<file path="src/rtl/demux_pkg.sv">
// Purpose: shared types and helpers for the handshaked word demultiplexer.
// Latency: n/a (declarations only).
// Backpressure: n/a.
package demux_pkg;

  localparam int HACK_WORD_W = 16;

  typedef enum logic {
    SLOT_EMPTY = 1'b0,
    SLOT_FULL  = 1'b1
  } slot_state_e;

  // True when a select value addresses a channel that actually exists.
  function automatic logic sel_in_range(input int unsigned sel, input int unsigned num_ch);
    return sel < num_ch;
  endfunction

endpackage

</file>
<file path="src/rtl/demux_slot.sv">
// Purpose: one-entry output register for a single demux channel, data zeroed while empty.
// Latency: 1 cycle from wr_en_i to valid_o.
// Backpressure: holds data until ready_i; a write in the same cycle as ready_i refills it.
module demux_slot
  import demux_pkg::*;
#(
  parameter int WIDTH = HACK_WORD_W
) (
  input  logic             clk_i,
  input  logic             rst_i,
  input  logic             flush_i,
  input  logic             wr_en_i,
  input  logic             ready_i,
  input  logic [WIDTH-1:0] data_i,
  output logic             valid_o,
  output logic [WIDTH-1:0] data_o
);

  slot_state_e      r_state;
  slot_state_e      w_state_nxt;
  logic             w_load;
  logic [WIDTH-1:0] r_data;

  // Slot occupancy register.
  always_ff @(posedge clk_i) begin
    if (rst_i) begin
      r_state <= SLOT_EMPTY;
    end else begin
      r_state <= w_state_nxt;
    end
  end

  // Data register; only loaded on an accepted write so a full slot stays stable.
  always_ff @(posedge clk_i) begin
    if (rst_i) begin
      r_data <= '0;
    end else if (w_load) begin
      r_data <= data_i;
    end
  end

  // Next occupancy; flush dominates (the top also blocks writes while flushing).
  always_comb begin
    w_state_nxt = r_state;
    w_load      = 1'b0;
    if (flush_i) begin
      w_state_nxt = SLOT_EMPTY;
    end else begin
      case (r_state)
        SLOT_EMPTY: begin
          if (wr_en_i) begin
            w_state_nxt = SLOT_FULL;
            w_load      = 1'b1;
          end
        end
        SLOT_FULL: begin
          if (wr_en_i) begin
            w_load = 1'b1;
          end else if (ready_i) begin
            w_state_nxt = SLOT_EMPTY;
          end
        end
        default: w_state_nxt = SLOT_EMPTY;
      endcase
    end
  end

  assign valid_o = (r_state == SLOT_FULL);
  assign data_o  = valid_o ? r_data : '0;

endmodule

</file>
<file path="src/rtl/demux_stream.sv">
// Purpose: route one input word per cycle to one of NUM_CH registered valid/ready channels.
// Latency: 1 cycle from input accept to out_valid_o; bad_sel_o also 1 cycle after accept.
// Backpressure: in_ready_o drops only when the addressed slot is full and not draining, or on flush.
module demux_stream
  import demux_pkg::*;
#(
  parameter  int WIDTH  = HACK_WORD_W,
  parameter  int NUM_CH = 8,
  parameter  int CNT_W  = 8,
  localparam int SEL_W  = $clog2(NUM_CH)
) (
  input  logic                    clk_i,
  input  logic                    rst_i,
  input  logic                    flush_i,
  input  logic                    in_valid_i,
  output logic                    in_ready_o,
  input  logic [SEL_W-1:0]        sel_i,
  input  logic [WIDTH-1:0]        value_i,
  output logic [NUM_CH-1:0]       out_valid_o,
  input  logic [NUM_CH-1:0]       out_ready_i,
  output logic [NUM_CH*WIDTH-1:0] out_data_o,
  output logic                    bad_sel_o,
  output logic [CNT_W-1:0]        drop_cnt_o
);

  logic              w_in_range;
  logic              w_blocked;
  logic              w_accept;
  logic [NUM_CH-1:0] w_wr_en;
  logic              r_bad_sel;
  logic [CNT_W-1:0]  r_drop_cnt;

  assign w_in_range = sel_in_range(32'(sel_i), NUM_CH);

  // Addressed slot is blocked when full and its consumer is not taking it this cycle.
  // An out-of-range select matches no channel and so is never blocked.
  always_comb begin
    w_blocked = 1'b0;
    for (int k = 0; k < NUM_CH; k++) begin
      if (sel_i == SEL_W'(k)) begin
        w_blocked = out_valid_o[k] && !out_ready_i[k];
      end
    end
  end

  assign in_ready_o = !flush_i && !w_blocked;
  assign w_accept   = in_valid_i && in_ready_o;

  // One-hot write enable towards the addressed slot.
  always_comb begin
    w_wr_en = '0;
    for (int k = 0; k < NUM_CH; k++) begin
      w_wr_en[k] = w_accept && w_in_range && (sel_i == SEL_W'(k));
    end
  end

  genvar g;
  generate
    for (g = 0; g < NUM_CH; g++) begin : g_slot
      demux_slot #(
        .WIDTH (WIDTH)
      ) u_slot (
        .clk_i   (clk_i),
        .rst_i   (rst_i),
        .flush_i (flush_i),
        .wr_en_i (w_wr_en[g]),
        .ready_i (out_ready_i[g]),
        .data_i  (value_i),
        .valid_o (out_valid_o[g]),
        .data_o  (out_data_o[g*WIDTH +: WIDTH])
      );
    end
  endgenerate

  // Registered one-cycle pulse for an accepted word with a nonexistent destination.
  always_ff @(posedge clk_i) begin
    if (rst_i) begin
      r_bad_sel <= 1'b0;
    end else begin
      r_bad_sel <= w_accept && !w_in_range;
    end
  end

  // Saturating dropped-word counter; sticks at all-ones rather than wrapping.
  always_ff @(posedge clk_i) begin
    if (rst_i) begin
      r_drop_cnt <= '0;
    end else if (w_accept && !w_in_range && (r_drop_cnt != '1)) begin
      r_drop_cnt <= r_drop_cnt + CNT_W'(1);
    end
  end

  assign bad_sel_o  = r_bad_sel;
  assign drop_cnt_o = r_drop_cnt;

endmodule

</file>
<file path="config.mk">
export PLATFORM = sky130hd
export DESIGN_NAME = demux_stream
export DESIGN_NICKNAME = d
export VERILOG_FILES = /design/src/rtl/demux_pkg.sv /design/src/rtl/demux_slot.sv /design/src/rtl/demux_stream.sv
export SDC_FILE = /design/constraint.sdc
export NUM_CORES = 1
export LEC_CHECK = 0
export ABC_AREA = 0
export CORE_AREA = 2 2 145 147
export CTS_CLUSTER_DIAMETER = 150
export DETAILED_ROUTE_END_ITERATION = 16
export DIE_AREA = 0 0 147 149
export HOLD_SLACK_MARGIN = 0.1
export PLACE_DENSITY = 0.51
export SETUP_SLACK_MARGIN = 0.4
export SLEW_MARGIN = 15
export SYNTH_ARGS = -nofsm -noshare
export SYNTH_HDL_FRONTEND = slang
export SYNTH_SLANG_ARGS = --single-unit
export TNS_END_PERCENT = 20
</file>
<file path="constraint.sdc">
create_clock -name clk_i -period 1.7 [get_ports clk_i]
set_input_delay 0.34 -clock clk_i [delete_from_list [all_inputs] [get_ports clk_i]]
set_output_delay 0.34 -clock clk_i [all_outputs]
set_load 0.03 [all_outputs]
</file>
---- Word-level counts from Yosys, hierarchy flattened ----
Index checks and enable logic that the tools add are counted.
Widths: inputs -> output; s select.
operators by class
  reductions and logical operators ........ 30
  muxes and demuxes ....................... 56
  equal/unequal tests ..................... 7
  bitwise logic cells ..................... 8
operator list
  operator            count
  $mux 16             8
  $mux 1              40
  $logic_and 1x1->1   18
  $pmux 1 s2          8
  $eq 3x3->1 const B  4
  $logic_not 1->1     10
  $not 1->1           8
  $eq 3x2->1 const B  2
  $eq 3x1->1 const B  1
  $logic_not 3->1     1
  $reduce_or 2->1     1
storage, ports and cells
  output and inout port bits .............. 146
  register bits ........................... 136
  logic and storage cells ................. 117
  input port bits ......................... 31

---- Longest topological paths before layout ----
  word-level depth ........................ 16
  gate-level depth with buffers ........... 7
  mapped depth without buffers ............ 4

---- By module ----
From an unflattened synthesis, not the netlist that was laid out.
second synthesis, totals
  cell total of the unflattened synthesis .. 779
  area, all modules ....................... 7,651.1 µm²
modules (own cells, without submodules)
  module        instances  area each (µm²)  cells each  sequential area each (µm²)
  demux_slot    8          918.4            92          340.3
  demux_stream  1          304.0            43          0.0

---- Worst setup path before layout ----
Ideal clock, no wire load.
  path kind ............................... in2out
  from .................................... input port sel_i[0]
  to ...................................... output port in_ready_o
  data required time ...................... 1.360 ns
  slack ................................... -0.234 ns
  buffers on the path ..................... 1
  arrival ................................. 1.594 ns
  cell stages on the path ................. 5
  cell sequence ........................... buf_4 > nand2_1 > a2bb2oi_1 > a22oi_1 > o21ai_0
between the ends
  longest elaborated chain between the ends .. 11
  elaborated cells between the ends (all ways) .. 18
  classes of those cells .................. eq/ne: 7; mux: 8; reduce/logical: 3
RTL lines
  element              line                RTL
  start, declared      demux_stream.sv:17  input logic [SEL_W-1:0] sel_i,
  $logic_not 3->1      demux_stream.sv:40  if (sel_i == SEL_W'(k)) begin
  $mux 1 (7 in a row)  demux_stream.sv:40
  $mux 1 *             demux_stream.sv:40
  $logic_not 1->1 *    demux_stream.sv:46  assign in_ready_o = !flush_i && !w_blocked;
  $logic_and 1x1->1 *  demux_stream.sv:46
  end, declared        demux_stream.sv:16  output logic in_ready_o,
Every way passes the cells marked *; elsewhere a longest branch is shown, timed or not.

---- Final worst setup path ----
  from .................................... register g_slot[5].u_slot.r_state
  to ...................................... output port in_ready_o
between the ends
  longest elaborated chain between the ends .. 6
RTL lines
  element                 line                RTL
  start, declared         demux_slot.sv:19    slot_state_e r_state;
  start signal, assigned  demux_slot.sv:29    r_state <= w_state_nxt;
  $logic_and 1x1->1       demux_stream.sv:41  w_blocked = out_valid_o[k] && !out_ready_i[k];
  $mux 1 (3 in a row)     demux_stream.sv:40
  $logic_not 1->1         demux_stream.sv:46
  $logic_and 1x1->1       demux_stream.sv:46
Every way passes these cells.

==> summary.md <==
| Metric | Value |
|---|---|
| Cell types with the largest area share after synthesis | `sky130_fd_sc_hd__dfxtp_1 (44%), sky130_fd_sc_hd__and2_1 (13%), sky130_fd_sc_hd__mux2i_1 (10%), sky130_fd_sc_hd__nand2_1 (7.9%), sky130_fd_sc_hd__nand2b_1 (7.2%)` |
| Category of the worst setup path launch point | `register` |
| Number of cell rows | `53` |
| Final setup skew | `11.1 ps` |
| Type of the worst setup path | `register to output pin` |
| Clock tree from TritonCTS | `yes` |
| Final cell utilization of the core | `52.8%` |
| Number of flops mapped to enable cells by yosys | `0` |
| Asr flop ratio synth | `0%` |
| Area growth syn-to-layout | `76.0%` |
| Overall die area | `21,900 sq um` |
| MaxCap Viol Count | `0` |
| Number of port buffers | `167` |
| Initial antenna violation count | `1` |
| Drc violations | `0` |
| Sum of routed wire length over all layers | `21,900 um` |
| Power after layout | `8.38 mW` |
| Max-slew violation total from the final report | `0` |
| Clock slew seen by the registers of the worst setup and hold paths | `60 ps` |
| Power density of the placed cells | `771 nW/um^2` |
| Register area share after synthesis | `44.1%` |
| Number of I/O pins | `177` |
| Sequential fraction of design power | `38.6%` |
| Distinct cell type count of the synthesized netlist | `38` |
| Number of cells produced by synthesis | `717` |
| Width of the chip | `147 um` |
| CP Max Fanout | `3` |
| Hold Path Cell Cnt | `3` |
| LEAKAGE | `4.80 nW` |
| Crit path time final | `1970 ps` |
| Most instantiated flip-flop cell in the synthesis netlist | `sky130_fd_sc_hd__dfxtp_1` |
| Net Sw Power | `1.80 mW` |
| Number of global-route vias before repair | `5,493` |
| Via Count | `5,557` |
| Outcome | `finished with violations` |
| Core ar. | `20,600 sq um` |
| Internal power | `6.58 mW` |
| Largest net degree at the start of global routing | `51` |
| Length of the first detailed-routing pass in iterations | `4` |
| Peak clock frequency supported by timing | `507 MHz` |
| Area of all placed cells without fillers | `10,900 sq um` |
| Fraction of power consumed by combinational cells | `7.3%` |
| Worst reg2reg path depth | `8` |
| Most frequently used cell type in the post-synthesis netlist | `sky130_fd_sc_hd__dfxtp_1` |
| Smallest hold slack | `351 ps` |
| CP Capture Type | `output pin` |
| Max Root-Sink Buffers | `2` |
| Antenna Violating Nets Remaining | `0` |
| Initial DRC count | `194` |
| Initial standard-cell utilization of the core | `30.0%` |
| Top cells by count, synth | `sky130_fd_sc_hd__dfxtp_1 (136), sky130_fd_sc_hd__nand2_1 (130), sky130_fd_sc_hd__and2_1 (128)` |
| Number of synthesized register bits | `136` |
| Mapped Avg Cell Area | `8.61 sq um` |
| Setup Viol. Count Final | `14` |
| Total congestion overflow | `0` |
| GP Congestion | `0.815` |
| Insertion delay of the later-clocked pin in the worst-skew pair | `420 ps` |
| HPWL reported at the end of detailed placement | `14,000 um` |
| Per-cell via count in the routed design | `4.55` |
| Routed wire length per instance | `17.9 um` |
| Post-layout nets | `965` |
| Clk network pwr share | `54.1%` |
| Num CTS Buffers | `17` |
| Total track usage | `19.5%` |
| Height of the die | `149 um` |
| Final Cycle Share | `116%` |
| Arrival time of the worst setup path | `1630 ps` |
| Number of warnings printed during yosys synthesis | `0` |
| Global-route wire length before repair | `32,200 um` |
| Switching Share | `21.5%` |
| Violations in the final reports | `negative setup slack` |
| CTS HTree Levels | `4` |
| Tightest Pin Transition | `628 ps` |
| Library cell occupying the most area in the post-synthesis netlist | `sky130_fd_sc_hd__dfxtp_1` |
| Post-synth top area share | `44.1%` |
| Required time of the critical path | `1360 ps` |
| Fin. Hold Viols | `0` |
| Setup repair after global routing missed its margin | `yes` |
| Cell area after technology mapping | `6170 sq um` |
| Worst max-slew margin expressed relative to the limit | `58.0%` |
| Instance area after placement | `8340 sq um` |
| Post-route setup slack | `-271 ps` |
| Ant. Diodes | `0` |
| Share of post-route cells with drive strength above 1 | `54.5%` |
| Maximum ir drop on the vdd rail | `0.640 mV` |
| Clk sinks | `136` |
| Worst hold-check path type | `input port to register` |
| Pre-CTS setup slack | `-491 ps` |
| Buffer cell driving the clock tree root | `sky130_fd_sc_hd__clkbuf_16` |
## power by group through the flow
stage	registers, mW	logic, mW	clock network [mW]
after floorplan	3.31	0.260	0
after global placement	3.31	0.520	0
after detailed placement	3.31	0.521	0
after CTS	3.24	0.549	4.62
after global routing	3.24	0.646	4.77
final	3.24	0.610	4.53
## flip-flops by register name, summed over array words and instances, names as in the netlist
register / count
g_slot.u_slot.r_data: 128
g_slot.u_slot.valid_o: 8
## worst paths after layout
check	startpoint	to	slack, ps
worst max register to register	g_slot[2].u_slot.valid_o	g_slot[4].u_slot.r_data[2]	180
worst min register to register	g_slot[5].u_slot.r_data[4]	g_slot[5].u_slot.r_data[4]	450
worst max-delay path	g_slot[5].u_slot.valid_o	in_ready_o	-270
worst min-delay path	out_ready_i[7]	g_slot[7].u_slot.valid_o	350
## timing repair
item,4_1_cts,5_1_grt
hold endpoints to repair,0,0
hold buffers,0,0
buffers inserted,10,5
gates cloned,11,3
endpoints found under the setup margin,273,272
resized for setup,341,158
pin swaps,81,114
## through the flow
step | TNS (ps) | instances
floorplan | 0 | 725
global placement | -40620 | 1161
finish | -1010 | 1222
global route | -1510 | 1222
CTS | -358 | 1214
detailed placement | -41630 | 1161
## cell families after synthesis
family                 synth area share [%]
other                                0.0608
buffers and inverters                  6.24
AOI/OAI and AO/OA                      7.20
and+or+nand+nor                        32.0
muxes                                  10.4
DFF                                    44.1
## cell usage in the layout, fill, tap and decap left out, types with 9 or more instances in the layout
master and instances:
sky130_fd_sc_hd__a21oi_1 28, sky130_fd_sc_hd__a21oi_2 43, sky130_fd_sc_hd__and2_4 126, sky130_fd_sc_hd__buf_12 29, sky130_fd_sc_hd__buf_4 38, sky130_fd_sc_hd__buf_6 144, sky130_fd_sc_hd__buf_8 9, sky130_fd_sc_hd__clkbuf_16 20
sky130_fd_sc_hd__clkdlybuf4s50_1 21, sky130_fd_sc_hd__conb_1 9, sky130_fd_sc_hd__dfxtp_1 128, sky130_fd_sc_hd__mux2i_1 64, sky130_fd_sc_hd__nand2_1 80, sky130_fd_sc_hd__nand2_2 20, sky130_fd_sc_hd__nand2_4 30, sky130_fd_sc_hd__nand2b_1 68
sky130_fd_sc_hd__nor2_1 17
## critical path, stage by stage (launching register included)
cell and delay [ps]:
sky130_fd_sc_hd__dfxtp_4 350, sky130_fd_sc_hd__or3b_4 410, sky130_fd_sc_hd__o2111ai_4 220, sky130_fd_sc_hd__o21ai_4 100, sky130_fd_sc_hd__buf_12 140
## layout make-up
| cell class | count | area, sq um |
|---|---|---|
| Inverter | 3 | 11.3 |
| Clock buffer | 22 | 494 |
| Multi-Input combinational cell | 522 | 3990 |
| Clock inverter | 10 | 235 |
| Sequential cell | 136 | 2750 |
| Fill cell | 1945 | 9700 |
| Tap cell | 275 | 344 |
| Timing Repair Buffer | 254 | 3030 |
## routing by layer
metal	vias up	routed length [um]	GRT usage, %
met5	-	0	0
met4	0	248	4.62
met3	13	1320	6.18
met2	141	10400	31.0
met1	2664	9880	26.0
li1	2739	-	-
Power figures use the tool's default switching activity.
